## src/rtl/cabac_pkg.sv

```systemverilog
// Shared CABAC constants and types.
//   WIN_BITS    : window width / largest per-cycle consume
//   BUF_BITS    : shift-buffer capacity in bits
//   MAX_CONSUME : largest legal consume_n
//   consume_t   : consume-count type, also used by the decoder core for numBits
//   cnt_t       : buffered-bit count, 0..BUF_BITS
package cabac_pkg;
    localparam int WIN_BITS    = 16;
    localparam int BUF_BITS    = 32;
    localparam int MAX_CONSUME = 16;

    typedef logic [4:0] consume_t;
    typedef logic [5:0] cnt_t;
endpackage

```

## src/rtl/cabac_bit_feeder_if.sv

```systemverilog
// Upstream slice-data byte stream, valid/ready handshake.
//   byte_in    : data byte, MSB is the earliest bitstream bit
//   byte_valid : byte_in is valid
//   byte_ready : sink accepts a byte this cycle
interface cabac_bit_feeder_if;
    logic [7:0] byte_in;
    logic       byte_valid;
    logic       byte_ready;

    modport master (output byte_in, output byte_valid, input byte_ready);
    modport slave  (input byte_in, input byte_valid, output byte_ready);
endinterface

```

## src/rtl/cabac_bit_buffer.sv

```systemverilog
// Combinational next-state datapath of the bit feeder: consume, then align,
// then byte insertion, all from the registered buffer and count.
//   buf_q/cnt_q : registered buffer (left-aligned) and bit count
//   consume_n   : bits consumed this cycle
//   align       : drop bits up to the next byte boundary after consume
//   ins_en      : a byte is accepted this cycle
//   ins_byte    : accepted byte
//   buf_d/cnt_d : next buffer and count
//   adv         : bits retired this cycle (consume + align)
//   illegal     : consume request rejected
module cabac_bit_buffer
    import cabac_pkg::*;
(
    input  logic [BUF_BITS-1:0] buf_q,
    input  cnt_t                cnt_q,
    input  consume_t            consume_n,
    input  logic                align,
    input  logic                ins_en,
    input  logic [7:0]          ins_byte,
    output logic [BUF_BITS-1:0] buf_d,
    output cnt_t                cnt_d,
    output logic [4:0]          adv,
    output logic                illegal
);
    logic [BUF_BITS-1:0] b1, b2, ins;
    cnt_t                c1, c2;
    logic [2:0]          d;

    always_comb begin
        illegal = (consume_n > consume_t'(MAX_CONSUME)) || ({1'b0, consume_n} > cnt_q);

        // A rejected consume leaves the state untouched, but align and
        // ingest still operate on the unchanged count.
        c1 = illegal ? cnt_q : cnt_q - {1'b0, consume_n};
        b1 = illegal ? buf_q : buf_q << consume_n;

        // Count is a multiple of 8 exactly when the next bit is byte aligned.
        d  = align ? c1[2:0] : 3'd0;
        b2 = b1 << d;
        c2 = c1 - {3'b0, d};

        // byte_ready guarantees c2 <= 24, so the byte always fits.
        ins   = {ins_byte, {(BUF_BITS-8){1'b0}}} >> c2;
        buf_d = ins_en ? (b2 | ins) : b2;
        cnt_d = ins_en ? c2 + 6'd8 : c2;

        adv = (illegal ? 5'd0 : consume_n) + {2'b0, d};
    end
endmodule

```

## src/rtl/cabac_bit_feeder.sv

```systemverilog
// CABAC bitstream front-end. Buffers slice-data bytes MSB first and presents
// the next 16 unconsumed bits to the arithmetic decoder core.
//   clk, reset    : clock, async active-high reset
//   byte_if       : upstream byte handshake (slave side)
//   consume_n     : bits consumed by the core this cycle (0..16)
//   align         : discard to next byte boundary after consume
//   flush         : synchronous clear, highest priority
//   win           : next 16 bits, win[15] oldest
//   win_valid     : at least 16 bits buffered
//   bit_count     : buffered bits, 0..32
//   bits_consumed : running consumed-bit total, wraps mod 2^24
//   err           : sticky illegal-consume flag, cleared by flush
module cabac_bit_feeder
    import cabac_pkg::*;
(
    input  logic                clk,
    input  logic                reset,
    cabac_bit_feeder_if.slave   byte_if,
    input  consume_t            consume_n,
    input  logic                align,
    input  logic                flush,
    output logic [WIN_BITS-1:0] win,
    output logic                win_valid,
    output cnt_t                bit_count,
    output logic [23:0]         bits_consumed,
    output logic                err
);
    logic [BUF_BITS-1:0] buf_q, buf_d;
    cnt_t                cnt_q, cnt_d;
    logic [4:0]          adv;
    logic                illegal;
    logic                accept;

    // Ready depends only on the registered count (and flush), never on this
    // cycle's consume, so there is no combinational path from the core.
    assign byte_if.byte_ready = (cnt_q <= cnt_t'(BUF_BITS - 8)) && !flush;
    assign accept             = byte_if.byte_valid && byte_if.byte_ready;

    cabac_bit_buffer u_buf (
        .buf_q     (buf_q),
        .cnt_q     (cnt_q),
        .consume_n (consume_n),
        .align     (align),
        .ins_en    (accept),
        .ins_byte  (byte_if.byte_in),
        .buf_d     (buf_d),
        .cnt_d     (cnt_d),
        .adv       (adv),
        .illegal   (illegal)
    );

    always_ff @(posedge clk or posedge reset) begin
        if (reset) begin
            buf_q         <= '0;
            cnt_q         <= '0;
            bits_consumed <= '0;
            err           <= 1'b0;
        end else if (flush) begin
            buf_q         <= '0;
            cnt_q         <= '0;
            bits_consumed <= '0;
            err           <= 1'b0;
        end else begin
            buf_q         <= buf_d;
            cnt_q         <= cnt_d;
            bits_consumed <= bits_consumed + {19'b0, adv};
            err           <= err | illegal;
        end
    end

    // Priming and running states both reduce to "16 or more bits buffered";
    // a starved upstream in steady state simply drops win_valid again.
    assign win       = buf_q[BUF_BITS-1 -: WIN_BITS];
    assign win_valid = (cnt_q >= cnt_t'(WIN_BITS));
    assign bit_count = cnt_q;
endmodule

```

## src/flat_wrapper.sv

```systemverilog
// flat-port wrapper written by rule: the top's interface ports become plain ports
module cabac_bit_feeder_flat import cabac_pkg::*;
  (clk, reset, consume_n, align, flush, win, win_valid, bit_count, bits_consumed, err, byte_if_byte_in, byte_if_byte_valid, byte_if_byte_ready);
  cabac_bit_feeder_if byte_if_i ();
  input  logic clk;
  input  logic reset;
  input  consume_t consume_n;
  input  logic align;
  input  logic flush;
  output logic [WIN_BITS-1:0] win;
  output logic win_valid;
  output cnt_t bit_count;
  output logic [23:0] bits_consumed;
  output logic err;
  input wire logic [$bits(byte_if_i.byte_in)-1:0] byte_if_byte_in;
  input wire logic [$bits(byte_if_i.byte_valid)-1:0] byte_if_byte_valid;
  output wire logic [$bits(byte_if_i.byte_ready)-1:0] byte_if_byte_ready;
  assign byte_if_i.byte_in = byte_if_byte_in;
  assign byte_if_i.byte_valid = byte_if_byte_valid;
  assign byte_if_byte_ready = byte_if_i.byte_ready;
  cabac_bit_feeder u_core (.clk(clk), .reset(reset), .byte_if(byte_if_i), .consume_n(consume_n), .align(align), .flush(flush), .win(win), .win_valid(win_valid), .bit_count(bit_count), .bits_consumed(bits_consumed), .err(err));
endmodule
```

## config.mk

```make
export PLATFORM = sky130hd
export DESIGN_NAME = cabac_bit_feeder_flat
export DESIGN_NICKNAME = d
export VERILOG_FILES = /design/src/rtl/cabac_pkg.sv /design/src/rtl/cabac_bit_feeder_if.sv /design/src/rtl/cabac_bit_buffer.sv /design/src/rtl/cabac_bit_feeder.sv /design/src/flat_wrapper.sv
export SDC_FILE = /design/constraint.sdc
export NUM_CORES = 1
export LEC_CHECK = 0
export CAP_MARGIN = 40
export CELL_PAD_IN_SITES_DETAIL_PLACEMENT = 1
export CELL_PAD_IN_SITES_GLOBAL_PLACEMENT = 1
export CORE_MARGIN = 10
export CORE_UTILIZATION = 46
export CTS_BUF_LIST = sky130_fd_sc_hd__clkbuf_4
export DETAILED_ROUTE_END_ITERATION = 12
export PLACE_DENSITY_LB_ADDON = 0.1
export REMOVE_ABC_BUFFERS = 1
export SYNTH_ARGS = -nofsm -noshare
export SYNTH_HDL_FRONTEND = slang
export SYNTH_SLANG_ARGS = --single-unit
```

## constraint.sdc

```tcl
create_clock -name clk -period 6.35 [get_ports clk]
set_clock_uncertainty 0.05 [all_clocks]
set_input_delay 1.5875 -clock clk [delete_from_list [all_inputs] [get_ports clk]]
set_output_delay 1.5875 -clock clk [all_outputs]
set_load 0.02 [all_outputs]
```

; Word level (Yosys, flattened, before mapping)
; Index checks and enable logic that the tools add are counted.
[word_totals]
output_inout_bits = 49
wordCells = 32
in_bits = 18
ff_bits = 63
[op_classes]
shifts = 3
mux = 10
addsub = 5
order_cmp = 4
n_reduce_logical = 4
n_bitwise = 2
[ops]
columns = operator, count
row1 = 32-bit two-way mux, 3
row2 = 32-bit OR, 1
row3 = 32-bit by 3-bit << shifter with 32-bit output, 1
row4 = 32-bit by 5-bit << shifter with 32-bit output, 1
row5 = 32-bit by 6-bit >> shifter with 32-bit output, 1
row6 = 24-bit by 5-bit adder with 24-bit output, 1
row7 = 24-bit two-way mux, 1
row8 = 6-bit two-way mux, 3
row9 = "6-bit by 4-bit adder with 6-bit output, second input constant", 1
row10 = "6-bit by 5-bit >= comparator with 1-bit output, second input constant", 1
row11 = 5-bit by 6-bit > comparator with 1-bit output, 1
row12 = "6-bit by 5-bit less-or-equal comparator with 1-bit output, second input constant", 1
row13 = 6-bit by 3-bit subtractor with 6-bit output, 1
row14 = 6-bit by 5-bit subtractor with 6-bit output, 1
row15 = 5-bit by 3-bit adder with 5-bit output, 1
row16 = "5-bit > comparator, second input constant", 1
row17 = 5-bit two-way mux, 1
row18 = 3-bit two-way mux, 1
row19 = 1-bit logical AND, 2
row20 = 1-bit zero test, 1
row21 = 1-bit logical OR, 1
row22 = 1-bit two-way mux, 1
row23 = 1-bit OR, 1

; Logic depth before layout (Yosys ltp)
; Gate-level depths: netlist of run 1.
[logic_depth]
ltp_word = 9
ltp_mapped = 27
ltp_nobuf = 23

; Cells and area by module
; Synthesis of run 1 repeated with hierarchy kept, for this count alone.
[unflattened]
hier_cells = 879
hier_area_um2 = 7917.6
[modules_own_cells]
columns = mod, n_inst, seq_area_each_um2, cells_each, area_per_inst_um2
row1 = cabac_bit_buffer, 1, 0.0, 637, 5152.4
row2 = cabac_bit_feeder, 1, 1576.5, 242, 2765.2

; Worst setup path after synthesis of run 1
; Ideal clock, no wire load.
[synth_timing]
path_kind = input to register
startpoint = input consume_n[1]
endpoint = register u_core.bits_consumed[23]
n_path_buf = 7
slack_ns = -0.527
setup_ns = 0.132
required_time_ns = 6.168
stages = 26
arrival_ns = 6.695
path_cell_list = buf_6 -> buf_4 -> buf_4 -> inv_1 -> buf_2 -> fa_1 -> a211oi_2 -> o21a_1 -> buf_2 -> o21ai_0 -> nand2_1 -> nand2_1 -> inv_1 -> buf_1 -> ha_1 -> a21oi_1 -> o21ai_0 -> xnor2_1 -> ha_1 -> a21o_1 -> a21oi_1 -> or4b_2 -> clkbuf_1 -> nor3_1 -> xnor2_1 -> nor2_1
[synth_via]
elab_chain_cells = 7
elab_cells_between_ends = 10
cone_classes = 3 x add/sub / 2 x order compare / 4 x mux / 1 x reduce/logical
[synth_rtl]
columns = element, line_no
row1 = from (decl), flat_wrapper.sv:7  ; input consume_t consume_n;
row2 = 5-bit by 6-bit > comparator with 1-bit output / 5-bit > comparator (equally long branches), cabac_bit_buffer.sv:30  ; illegal = (consume_n > consume_t'(MAX_CONSUME)) || ({1'b0, consume_n} > cnt_q);
row3 = 1-bit logical OR, cabac_bit_buffer.sv:30
row4 = 6-bit two-way mux, cabac_bit_buffer.sv:34  ; c1 = illegal ? cnt_q : cnt_q - {1'b0, consume_n};
row5 = 3-bit two-way mux, cabac_bit_buffer.sv:38  ; d = align ? c1[2:0] : 3'd0;
row6 = 5-bit by 3-bit adder with 5-bit output (*), cabac_bit_buffer.sv:47  ; adv = (illegal ? 5'd0 : consume_n) + {2'b0, d};
row7 = 24-bit by 5-bit adder with 24-bit output (*), cabac_bit_feeder.sv:66  ; bits_consumed <= bits_consumed + {19'b0, adv};
row8 = 24-bit two-way mux (*), cabac_bit_feeder.sv:58  ; end else if (flush) begin
row9 = to (signal assigned), cabac_bit_feeder.sv:66
row10 = to (decl), cabac_bit_feeder.sv:25  ; output logic [23:0] bits_consumed,
; Every way passes the cells marked *; elsewhere a longest branch is shown, timed or not.

; Final worst setup path of run 1
[layout_timing]
startpoint = input consume_n[4]
endpoint = register u_core.bits_consumed[23]
; Same word-level chain as after synthesis.

==> summary.md, run 1 <==
| Metric | Value |
|---|---|
| Hold depth | 2 |
| Slew Limit Fails | 0 |
| Max-cap viol count | 0 |
| Clk Latency, worst-skew pair | 0.44 ns |
| Post-synth top cells | 70 x nor2_1, 65 x nand2_1, 63 x dfrtp_1 |
| Final WL | approximately 29000 um |
| # fillers | roughly 1.8k |
| Area growth syn-to-layout | 12.6% |
| Startpoint types | primary input |
| Die footprint | ~0.021 mm2 |
| Initial DRC count | between 500 and 600 |
| Number of port buffers | 66 |
| Core Util, Final | 0.530 |
| Global-route wire length before repair | roughly 45000 um |
| WP buf/inv | 2 |
| Met3 wire len | approximately 2600 um |
| Placed Cells | slightly above 1k |
| CP Capture Type | register |
| GRT Residual Overflow | 0 |
| # setup viols final | 0 |
| RR Endpoint | u_core.bits_consumed[23] |
| GR Util All Layers | 0.276 |
| Placeable Area | 0.0152 mm2 |
| Final Hold Viols | 0 |
| Post-synth EDFFs | 0 |
| Crit-path max cell delay | between 0.7 and 0.8 ns |
| Peak VDD IR | roughly 0.00013 V |
| CP startpoint | consume_n[4] |
| Share of post-route cells with drive strength above 1 | 0.152 |
| Distinct cells, synth | 70 |
| Top cells by area, synth | dfrtp_1 22%, mux4_2 14%, mux2i_1 8.0% |
| Chip width | between 100 and 150 um |
| Synth Instances | between 800 and 900 |
| Num ports | 67 |
| Met2 routed WL | between 10000 and 15000 um |
| Root Buffer | clkbuf_4 |
| Uppermost layer routed | met4 |
| Area leader, netlist | dfrtp_1 |
| Cell Area, Synth | just over 0.007 mm2 |
| Hold slack | 0.471 ns |
| Worst-case reg-to-reg path depth | 20 |
| Routability cong. | between 0.9 and 1 |
| Share of the synthesized area in the top cell type | 0.220 |
| Slew @ Worst Pin | approximately 0.85 ns |
| CTS Sinks | 63 |
| Vias per Instance | about 7 |
| Sequential element share of the synthesized area | 0.220 |
| First-pass detailed-route iteration total | 5 |
| Sequential Area | around 0.0016 mm2 |
| TritonCTS Buffers | 9 |
| Hold-fix buffers, CTS | 0 |
| CP dominant cell by count | ha_1 |
| Remaining DRCs | 0 |
| Min-Delay Startpoint | u_core.err |
| Crit path max fanout | 7 |
| R2r setup slk | around 1.3 ns |
| Post-DP HPWL | approximately 22000 um |
| Final Total Pwr | ~2.4 mW |
| Slowest stage cell on the critical path | or4b_2 |
| Leakage power | ~3.1 nW |
| CP Cell Sequence | clkdlybuf4s50_1 -> clkinv_1 -> ha_1 -> o21ai_1 -> o21a_1 -> o211ai_1 -> and2_1 -> xnor2_1 -> ha_1 -> a31oi_1 -> nor2_1 -> o21ai_0 -> a21oi_1 -> ha_1 -> a21oi_1 -> or4b_2 -> nor3_1 -> xnor2_1 -> nor2_1 |
| Drt wl/cell | 27.8 um |
| RSZ-0062 raised after global routing | no |
| Worst-path clk slew | 0.12 ns |
| Status | completed |
| Req. time, crit path | roughly 6.6 ns |
| Max H-tree Level | 3 |
| Multi-input gate area | between 0.005 and 0.006 mm2 |
| Die Y | ~140 um |
| Worst EP arrival | between 6 and 7 ns |
| TNS Setup | 0 ns |
| Ys Warns | 0 |
| Min-delay worst type | register to register |
| Async set-reset flop share out of synthesis | 1.00 |
| Crit path kind | primary input to register |
| PwrDens | slightly below 300 mW/mm2 |
| Fin nets | between 800 and 900 |
| # Post-CTS Setup Buffers | 0 |
| CTS tree | yes |
| Slew headroom | 0.435 |
| Top-count cell post-synth | nor2_1 |
| Max frequency | between 150 and 200 MHz |
| FF-to-FF Start | u_core.bit_count[0] |
| FF+latch count, synth | 63 |
| Initial Utilization | 0.471 |
| Final ANT Viol Nets | 0 |
| Vias | 7403 |
| WL met1 | approximately 12000 um |
| Hold Crit Endpoint | u_core.err |
| Avg Inst Size Synth | about 9 um2 |
| Period utilisation layout | 0.915 |
| Row cnt | 45 |
| Antenna violations before repair | 1 |
| Pin count of the biggest net entering global routing | between 60 and 70 |
| Max Root-Sink Buffers | 2 |
| Post-synth top flop | dfrtp_1 |
| Vias in the first global route | 7635 |
| Min Clock Period, post-route | between 5 and 6 ns |
| Delay-heaviest family, CP | simple AND/OR/NAND/NOR gates |
| Finished Layout Cells | around 1.0k |
| Post-CTS Resized | 0 |
flip-flops by register name, summed over array words and instances, names as in the netlist:
signal / flops
u_core.buf_q: 32
u_core.bits_consumed: 24
u_core.bit_count: 6
u_core.err: 1
worst min-delay path, delay by kind of cell (launching register included):
kind	cells	cell delay [ns]
AND/OR/NAND/NOR	2	0.12
flip-flops	1	0.37
cells by family after synthesis:
logic type / count (synthesis) / synth area share
AO/OA/AOI/OAI: 242 / 0.239
AND/OR/NAND/NOR: 238 / 0.154
XOR/XNOR: 27 / 0.0330
buffers and inverters: 100 / 0.0685
flip-flops: 63 / 0.220
adder cells (fa/ha/maj): 17 / 0.0318
multiplexers: 121 / 0.253
how the worst max path moves through the flow:
stage | end | slack [ns] | depth (start not counted)
final | u_core.bits_consumed[23] | 0.54 | 19
after global routing | u_core.bits_consumed[20] | 0.19 | 23
after floorplan | u_core.bits_consumed[23] | -0.70 | 19
after detailed placement | u_core.bits_consumed[23] | 0.09 | 19
after global placement | u_core.bits_consumed[23] | 0.21 | 20
after CTS | u_core.bits_consumed[18] | 0.58 | 22
stage by stage:
stage | setup WS (ns) | cell area, um2
6_report | 0.541 | 8060
5_1_grt | 0.189 | 8060
4_1_cts | 0.579 | 8050
3_5_place_dp | 0.0948 | 7890
3_3_place_gp | 0.209 | 7880
2_1_floorplan | -0.701 | 6740
cell type report:
cell class                      count  share of cell area
Clock inverter                      7              0.0118
Clock buffer                        9             0.00839
Multi-Input combinational cell    645               0.632
Sequential cell                    63               0.196
Tap cell                          188              0.0292
Inverter                           20             0.00932
Antenna cell                        1            0.000311
Timing Repair Buffer              103               0.113
power breakdown:
| part | internal, mW | total (mW) | switching [mW] |
|---|---|---|---|
| sequential | 0.471 | 0.647 | 0.176 |
| combinational | 0.588 | 1.40 | 0.810 |
| clock | 0.159 | 0.332 | 0.173 |
| total | 1.22 | 2.38 | 1.16 |
placed cells by master, fill, tap and decap left out, types with 5 or more instances in the layout:
| cell type | count |
|---|---|
| buf_2 | 5 |
| dfrtp_1 | 63 |
| a21oi_1 | 45 |
| clkbuf_4 | 9 |
| mux4_2 | 46 |
| buf_4 | 37 |
| mux2i_1 | 57 |
| o2bb2ai_1 | 7 |
| a22oi_1 | 16 |
| nand4_1 | 5 |
| a32o_1 | 7 |
| o211ai_1 | 15 |
| nand3_1 | 25 |
| nor2_1 | 70 |
| nor3_1 | 29 |
| nand2b_1 | 6 |
| inv_1 | 16 |
| a32oi_1 | 6 |
| a211oi_1 | 13 |
| mux2_2 | 17 |
| a211o_1 | 7 |
| and2_1 | 6 |
| ha_1 | 15 |
| o21ai_0 | 47 |
| a31oi_1 | 7 |
| and3_1 | 6 |
| o22ai_1 | 9 |
| nor2b_1 | 9 |
| o32ai_1 | 6 |
| nand2_1 | 65 |
| xor2_1 | 14 |
| clkdlybuf4s50_1 | 61 |
| a311oi_1 | 5 |
| xnor2_1 | 13 |
routing by layer:
metal,global-route usage,vias up
met4,0.130,0
li1,-,3174
met5,0,-
met3,0.0574,85
met2,0.438,426
met1,0.353,3718
Note: power is estimated with default switching activity, not from simulation.
==> run 2, diff against run 1 <==
--- a/config.mk
+++ b/config.mk
@@ -5,12 +5,12 @@
 export SDC_FILE = /design/constraint.sdc
 export NUM_CORES = 1
 export LEC_CHECK = 0
+export ABC_AREA = 1
 export CAP_MARGIN = 40
 export CELL_PAD_IN_SITES_DETAIL_PLACEMENT = 1
 export CELL_PAD_IN_SITES_GLOBAL_PLACEMENT = 1
 export CORE_MARGIN = 10
-export CORE_UTILIZATION = 46
-export CTS_BUF_LIST = sky130_fd_sc_hd__clkbuf_4
+export CORE_UTILIZATION = 41
 export DETAILED_ROUTE_END_ITERATION = 12
 export PLACE_DENSITY_LB_ADDON = 0.1
 export REMOVE_ABC_BUFFERS = 1
==> summary.md, run 2 <==
| Metric | Value |
|---|---|
| Root Buffer | clkbuf_16 |
| Clock share of power | 0.183 (+0.043) |
| Clk Latency, worst-skew pair | 0.34 ns (-0.10 ns) |
| Max frequency | 170 MHz (-1.1%) |
| Max H-tree Level | 3 (unchanged) |
| FF+latch count, synth | 63 (unchanged) |
| CP Capture Type | register |
| CTS tree | yes |
| Synth Instances | 1199 (+48%) |
| Share of the synthesized area in the top cell type | 0.226 (+0.00548) |
| Sequential element share of the synthesized area | 0.220 (about the same) |
| CP dominant cell by count | nand2_1 |
| Placeable Area | 0.0172 mm2 (+13%) |
| Number of port buffers | 66 (unchanged) |
| Max-cap viol count | 0 (unchanged) |
| Final Hold Viols | 0 (unchanged) |
| Die footprint | 0.0232 mm2 (+11%) |
| GR Util All Layers | 0.241 (-0.0351) |
| Slew Limit Fails | 0 (unchanged) |
| Async set-reset flop share out of synthesis | 1.00 (unchanged) |
| RSZ-0062 raised after global routing | no |
| Global-route wire length before repair | 46600 um (+4.4%) |
| Top reg by flops | u_core.buf_q |
| Internal power | 1.45 mW (+19%) |
| Min Clock Period, post-route | 5.87 ns (+0.0646 ns) |
| Min-delay worst type | register to register |
| Crit path max fanout | 6 (-1) |
| Slew @ Worst Pin | 0.610 ns (-0.237 ns) |
| Cell Area, Synth | 0.00716 mm2 (about the same) |
| Multi-input gate area | 0.00482 mm2 (-5.3%) |
| Top-count cell post-synth | nand2_1 |
| Ys Warns | 0 (unchanged) |
| Top cells by area, synth | nand3_1 23%, dfrtp_1 22%, nand2_1 20% |
| Initial DRC count | 477 (-9.3%) |
| Vias | 8444 (+14%) |
| Startpoint types | primary input |
| Post-synth EDFFs | 0 (unchanged) |
| TritonCTS Buffers | 9 (unchanged) |
| Area growth syn-to-layout | 13.9% |
| First-pass detailed-route iteration total | 4 (-1) |
| Post-synth top cells | 373 x nand2_1, 323 x nand3_1, 65 x inv_1 |
| Vias in the first global route | 8619 (+13%) |
| # fillers | 2363 (+31%) |
| Area leader, netlist | nand3_1 |
| Period utilisation layout | 0.925 (+0.0102) |
| Pin count of the biggest net entering global routing | 38 (-41%) |
| Fin nets | 1252 (+43%) |
| Sw Share | 0.508 (+0.0202) |
| Initial Utilization | 0.416 (-0.0554) |
| Commonest cells after routing, fill and taps aside | 373 x nand2_1, 323 x nand3_1, 66 x clkdlybuf4s50_1 |
| Final WL | 28700 um (-0.54%) |
| Final ANT Viol Nets | 0 (unchanged) |
| Num ports | 67 (unchanged) |
| Avg Inst Size Synth | 5.97 um2 (-33%) |
| Post-DP HPWL | 22000 um (-0.59%) |
| GRT Residual Overflow | 0 (unchanged) |
| Slew headroom | 0.593 (+0.157) |
| Routability cong. | 0.931 (-5.9%) |
| CTS Sinks | 63 (unchanged) |
| Share of post-route cells with drive strength above 1 | 0.0777 (-0.0746) |
| Vias per Instance | 5.84 (-18%) |
| Sequential Area | 0.00158 mm2 (unchanged) |
| Antenna violations before repair | 0 (-1) |
| Hold-fix buffers, CTS | 0 (unchanged) |
| Die Y | 152 um (+5.1%) |
| Slowest stage cell on the critical path | clkdlybuf4s50_1 |
| Crit-path max cell delay | 0.50 ns (-0.24 ns) |
| PwrDens | 362 mW/mm2 (+23%) |
| Post-synth top flop | dfrtp_1 |
| Peak VDD IR | 0.000144 V (+14%) |
| Switching Power | 1.50 mW (+29%) |
| Max Root-Sink Buffers | 2 (unchanged) |
| Drt wl/cell | 19.8 um (-29%) |
| Leakage power | 3.90 nW (+26%) |
| Remaining DRCs | 0 (unchanged) |
| Commonest non-fill, non-tap cell in the layout | nand2_1 |
| # setup viols final | 0 (unchanged) |
| Row cnt | 48 (+6.7%) |
| Finished Layout Cells | 1447 (+40%) |
| Status | completed |
| Seq pwr share | 0.217 (-0.055) |
| Crit path kind | primary input to register |
| Number of flip-flops in the largest register | 32 (unchanged) |
| Worst-path clk slew | 0.06 ns (-0.06 ns) |
| Req. time, crit path | 6.53 ns (-0.09 ns) |
| Worst EP arrival | 6.05 ns (-0.03 ns) |
| Distinct cells, synth | 41 (-41%) |
| Hold slack | 0.462 ns (-0.00959 ns) |
| Combinational share of power | 0.600 (+0.012) |
| Chip width | 152 um (+5.1%) |
| Placed Cells | 1430 (+40%) |
| Ant. Diodes | 0 (-1) |
-- run 2: cell types whose count changed after synthesis, sizes merged, moves of 15 or more --
cell | previous run | this run
mux2 | 17 | 0
mux4 | 46 | 0
nor3 | 29 | 14
mux2i | 58 | 0
inv | 18 | 78
nand4 | 5 | 40
nand3 | 25 | 337
buf | 48 | 65
nand2 | 65 | 381
-- run 2: repair_timing --
item / 4_1_cts / 5_1_grt
endpoints found under the setup margin: 0 / 5
gates resized for setup: 0 / 5
setup buffers: 0 / 1
-- run 2: final timing paths --
kind	start	to	slack (ns)	cells after the start
worst max-delay path	consume_n[0]	u_core.bits_consumed[22]	0.48	34
worst max register to register	u_core.bit_count[0]	u_core.bits_consumed[22]	1.55	34
worst min register to register	u_core.err	u_core.err	0.46	2
min in group asynchronous	reset	u_core.bit_count[0]	1.61	3
worst min-delay path	u_core.err	u_core.err	0.46	2
max in group asynchronous	reset	u_core.buf_q[27]	4.09	4
-- run 2: cell families after synthesis --
kind of cell    count (synthesis)  synth area share
simple gates                  839             0.548
fa+ha+maj                      17            0.0318
compound gates                110            0.0826
flops                          63             0.220
buf+inv                       163             0.109
xor+xnor                        7           0.00856
-- run 2: per-stage QoR --
step | worst slack [ns] | setup TNS [ns] | instance area [um2] | power, mW | utilization
2_1_floorplan | -0.147 | -0.629 | 6680 | 1.76 | -
3_3_place_gp | 0.214 | 0 | 7790 | 2.34 | 0.452
3_5_place_dp | 0.0123 | 0 | 7810 | 2.38 | 0.453
4_1_cts | 0.298 | 0 | 8130 | 2.94 | 0.471
5_1_grt | 0.0210 | 0 | 8160 | 3.20 | 0.473
6_report | 0.477 | 0 | 8160 | 2.95 | 0.473
-- run 2: final cells by class --
type / count / area share
multi-input combinational: 973 / 0.591
clock buffer: 10 / 0.0281
clock inverter: 6 / 0.0103
tap: 225 / 0.0345
sequential: 63 / 0.193
inverter: 79 / 0.0364
timing repair buffer: 91 / 0.106
-- run 2: power groups by stage --
stage	logic [mW]	clock network, mW	registers (mW)
floorplan	1.10	0	0.661
global placement	1.70	0	0.640
detailed placement	1.74	0	0.643
CTS	1.75	0.550	0.635
global route	1.98	0.566	0.651
finish	1.77	0.540	0.640
-- run 2: critical path, delay by kind of cell --
family / cells / cell delay [ns]
simple gates: 22 / 2.13
fa+ha+maj: 4 / 1.13
buf+inv: 6 / 0.85
xor+xnor: 1 / 0.16
compound gates: 1 / 0.16
-- run 2: routing by layer --
layer  track usage  vias to the layer above  part of all wire
met3        0.0364                       55             0.055
met2         0.394                      237              0.46
met1         0.316                     4083              0.45
met5             0                        -                 0
met4        0.0844                        0             0.032
li1              -                     4069                 -
